--- config.mk ---
export PLATFORM = sky130hd
export DESIGN_NAME = fft_stage_tw_addr_gen
export DESIGN_NICKNAME = d
export VERILOG_FILES = /design/src/rtl/fft_stage_tw_addr_gen.sv
export SDC_FILE = /design/constraint.sdc
export NUM_CORES = 1
export LEC_CHECK = 0
export BUFFER_PORTS_ARGS = -buffer_cell sky130_fd_sc_hd__buf_2
export CAP_MARGIN = 15
export CORE_ASPECT_RATIO = 1.75
export CORE_UTILIZATION = 46
export DETAILED_ROUTE_END_ITERATION = 12
export HOLD_SLACK_MARGIN = 0.06
export PLACE_DENSITY = 0.78
export SLEW_MARGIN = 15
export SYNTH_ARGS = -nofsm -noshare
export SYNTH_HDL_FRONTEND = slang
export SYNTH_SLANG_ARGS = --single-unit
--- constraint.sdc ---
create_clock -name clk -period 2.25 [get_ports clk]
set_clock_uncertainty 0.15 [all_clocks]
set_input_delay 0.1125 -clock clk [delete_from_list [all_inputs] [get_ports clk]]
set_output_delay 0.1125 -clock clk [all_outputs]
set_load 0.01 [all_outputs]
--- src/rtl/fft_stage_tw_addr_gen.sv ---
// fft_stage_tw_addr_gen: SDF stage twiddle ROM sequencer with one-cycle data retiming
module fft_stage_tw_addr_gen #(
  parameter int N = 256,
  parameter int SIZE = 8,
  parameter int STAGE = 6,
  parameter int bit_width = 16
) (
  input  logic                        clk,
  input  logic                        rst,
  input  logic                        in_valid,
  input  logic                        in_sof,
  input  logic signed [bit_width-1:0] in_re,
  input  logic signed [bit_width-1:0] in_im,
  output logic                        bf_sel,
  output logic                        tw_en,
  output logic [SIZE-STAGE-1:0]       tw_rd_ptr,
  output logic                        out_valid,
  output logic                        out_sof,
  output logic signed [bit_width-1:0] out_re,
  output logic signed [bit_width-1:0] out_im,
  output logic                        out_bf_sel,
  output logic                        out_tw_apply
);
  localparam int W = SIZE - STAGE;
  logic sof;
  logic [SIZE-1:0] cnt_q, cnt_d, pos;
  logic primed_q, primed_d;
  always_comb begin
    sof = in_valid & in_sof;
    pos = sof ? '0 : cnt_q;
    bf_sel = pos[W];
    tw_rd_ptr = bf_sel ? '0 : pos[W-1:0];
    tw_en = in_valid;
    cnt_d = (pos == SIZE'(N - 1)) ? '0 : pos + SIZE'(1);
    primed_d = ~sof & (primed_q | bf_sel);
  end
  always_ff @(posedge clk) begin
    if (rst) begin
      cnt_q <= '0;
      primed_q <= 1'b0;
      out_valid <= 1'b0;
      out_sof <= 1'b0;
      out_tw_apply <= 1'b0;
      out_re <= '0;
      out_im <= '0;
      out_bf_sel <= 1'b0;
    end else begin
      out_valid <= in_valid;
      out_sof <= sof;
      out_tw_apply <= in_valid & ~bf_sel & primed_q & ~sof;
      if (in_valid) begin
        cnt_q <= cnt_d;
        primed_q <= primed_d;
        out_re <= in_re;
        out_im <= in_im;
        out_bf_sel <= bf_sel;
      end
    end
  end
endmodule
==> run summary <==
Status - finished, final reports clean
Crit path required time - 2290 ps
Detailed Route WL - 4.199 mm
Ranking of synthesized cells by area - sky130_fd_sc_hd__dfxtp_1 51%, sky130_fd_sc_hd__mux2i_1 19%, sky130_fd_sc_hd__nor2_1 8.5%
H-tree depth - 2
TritonCTS clock tree - yes
Pin count of the biggest net entering global routing - 50
Worst R2R End - cnt_q[6]
Io pins - 76
Final estimated routing congestion in global placement - 0.8359
Share of flip-flops with an asynchronous set or reset after synthesis - 0
Syn. warnings - 0
Mean area per synthesized cell - 9.822 um^2
Global-route total usage across every layer - 0.2195
Leakage power - 1.278 nW
Die Footprint - 4105 um^2
Number of rows created at floorplan - 29
Post-synthesis instance total - 180
Post-layout instance area - 2591 um^2
Detail Placement HPWL - 2.598 mm
First-pass DRT Iterations - 4
Drt via density - 4.937
Worst setup EP type - flop
Placement Cell Area - 2145 um^2
Worst voltage drop across the vdd grid - 0.6024 mV
Number of buffers added by the clock tree synthesis step - 5
RSZ-0062 raised after global routing - false
Worst min-delay path category - primary input to flop
Clock insertion delay at the later pin of the skew report - 290 ps
Total setup violations reported at the end of the flow - 0
Hold Fails Final Rpt - 0
Sort of element at the start of the critical path - primary input
Slack of the worst reg-to-reg path - 420 ps
Most repeated cell in the gate-level netlist after synthesis - sky130_fd_sc_hd__dfxtp_1
Area taken by flip-flops and latches - 900.9 um^2
Die extent in x - 48.87 um
Post-route total power - 1.714 mW
WS Path Type - primary input to flop
Diodes inserted - 0
Sum of negative setup slack - 0 ps
Worst-case headroom to the max-slew limit - 0.5534
Hold-fix buffers, CTS - 33
Post-route worst hold slack - 142.0 ps
Worst EP arrival - 2120 ps
Area of the core - 3665 um^2
Vias after detailed routing - 1634
Via count of the first global-routing pass - 1579
Number of instances resized during post-cts repair - 0
Clock Tree Buf Depth - 2
Area occupied by multi-input gates - 788.3 um^2
Portion of total power attributed to sequential cells - 0.498
Slew at the pin closest to its max-slew limit - 670.0 ps
Power per cell area - 661.5 nW/um^2
Launch instance of the worst min-delay path - rst
Hold worst-path end - out_im[12]
Share of the yosys chip area belonging to registers - 0.5096
Sw Share - 0.2253
FF+latch count, synth - 45
Master cell of the clock root buffer - sky130_fd_sc_hd__clkbuf_8
Routed len/inst - 12.69 um
Top cells by count, synth - 45 x sky130_fd_sc_hd__dfxtp_1, 40 x sky130_fd_sc_hd__nor2_1, 33 x sky130_fd_sc_hd__mux2i_1, 6 x sky130_fd_sc_hd__clkbuf_1
Shortest clock period the worst path allows after layout - 2087 ps
FF-to-FF path depth - 6
Startpoint of the worst register-to-register path - cnt_q[0]
Number of cells traversed by the worst hold path - 2
Number of different library cells in the post-synthesis netlist - 35
Die Y - 84.01 um
Worst slack, placed - 406.4 ps
Fraction of synthesized cell area taken by the top area cell type - 0.5096
Post-route DRC - 0
Leading area contributor after synthesis - sky130_fd_sc_hd__dfxtp_1
Fraction of the cycle the final worst path needs - 0.9274
Antenna-violating nets left - 0
Initial core utilization - 0.4824
Area growth from synthesis to layout - 46.57%
Internal cell power - 1.328 mW
Number of pins with negative max-slew slack in the final report - 0
Fraction of layout instances using a drive strength above 1 - 0.3088
Total Nets Final - 321
Setup bufs post-CTS - 0
Number of antenna violations at the first check in global routing - 0
Post-synthesis instance area - 1768 um^2
Filler cell count - 304
Highest net fanout along the worst path - 13
Final global-route overflow total - 0
Total net switching power - 0.3862 mW
Num Clock Sinks - 45
Post-synth top flop - sky130_fd_sc_hd__dfxtp_1
Fraction of power consumed by combinational cells - 0.142
First-pass GRT wire length - 6.982 mm
Final critical-path setup slack - 163.5 ps
Highest attainable clock frequency - 479.3 MHz
Violation count after the first detailed-route iteration - 43
Input/output buffers - 75
Max-Cap Viols - 0
Share of power burned in the clock network - 0.360
Post-Syn Nets - 217
Post-synth EDFFs - 0
CTS clock-pin slew for the worst setup and hold paths - 80 ps
final cells by class:
class / count / area share
tap: 46 / 0.02221
timing repair buffer: 110 / 0.2781
inverter: 2 / 0.002897
sequential: 45 / 0.3477
clock inverter: 1 / 0.01159
multi-input combinational: 120 / 0.3042
clock buffer: 7 / 0.03332
flip-flops by register name (all words and copies together), names as in the netlist:
signal,flops
primed_q,1
out_valid,1
out_tw_apply,1
out_sof,1
cnt_q,8
out_im,16
out_bf_sel,1
out_re,16
layer usage:
| layer | track usage | share of wire | vias up |
|---|---|---|---|
| met5 | 0 | 0 | - |
| met4 | 0.08021 | 0.018 | 0 |
| met3 | 0.05829 | 0.042 | 8 |
| met2 | 0.4167 | 0.57 | 50 |
| met1 | 0.2198 | 0.37 | 753 |
| li1 | - | - | 823 |
worst max path at each step:
stage,startpoint,end,slack (ps),cells after the start
after floorplan,cnt_q[0],cnt_q[6],620,6
after global placement,in_valid,cnt_q[5],440,5
after detailed placement,in_sof,cnt_q[6],410,8
after CTS,in_sof,cnt_q[6],160,9
after global routing,in_sof,cnt_q[6],50,9
final,in_sof,cnt_q[6],160,9
power by group through the flow:
stage	combinational [mW]	sequential, mW	clock, mW
after CTS	0.242	0.853	0.629
after detailed placement	0.198	0.871	0
after floorplan	0.100	0.888	0
final	0.243	0.853	0.618
after global placement	0.195	0.871	0
after global routing	0.266	0.858	0.663
stage by stage:
| stage | util | cells |
|---|---|---|
| after floorplan | - | 180 |
| after global placement | 0.5852 | 290 |
| after detailed placement | 0.5852 | 290 |
| after CTS | 0.7071 | 331 |
| after global routing | 0.7071 | 331 |
| final | 0.7071 | 331 |
layout by cell type (no fill, tap or decap), types with 2 or more instances in the layout:
cell type                       synthesis  layout
sky130_fd_sc_hd__buf_2                  3      75
sky130_fd_sc_hd__dfxtp_1               45      45
sky130_fd_sc_hd__nor2_1                40      40
sky130_fd_sc_hd__mux2i_1               33      33
sky130_fd_sc_hd__dlygate4sd3_1          0      33
sky130_fd_sc_hd__clkbuf_8               0       6
sky130_fd_sc_hd__nand2_1                4       4
sky130_fd_sc_hd__and2_1                 4       4
sky130_fd_sc_hd__a21oi_1                4       4
sky130_fd_sc_hd__nand2b_1               4       4
sky130_fd_sc_hd__and3_1                 3       3
sky130_fd_sc_hd__a31oi_1                3       3
sky130_fd_sc_hd__and2_2                 2       2
sky130_fd_sc_hd__inv_1                  2       2
sky130_fd_sc_hd__a41oi_1                2       2
sky130_fd_sc_hd__nand3_1                2       2
sky130_fd_sc_hd__o21ai_0                2       2
sky130_fd_sc_hd__buf_4                  3       2
critical path, cell delays in order:
cell and delay [ps]:
sky130_fd_sc_hd__dlygate4sd3_1 530, sky130_fd_sc_hd__buf_2 190, sky130_fd_sc_hd__nand2_1 120, sky130_fd_sc_hd__and2_2 150, sky130_fd_sc_hd__ha_1 260, sky130_fd_sc_hd__and3_1 220, sky130_fd_sc_hd__and3_1 190, sky130_fd_sc_hd__o21ai_1 70
sky130_fd_sc_hd__a32o_1 290
kinds of logic after synthesis:
kind of cell / count (synthesis) / synth area share
adders and majority gates: 1 / 0.007076
DFF: 45 / 0.5096
buffers and inverters: 15 / 0.04458
AOI/OAI and AO/OA: 20 / 0.07715
and+or+nand+nor: 66 / 0.1748
muxes: 33 / 0.1868
Note: power is estimated with default switching activity, not from simulation.
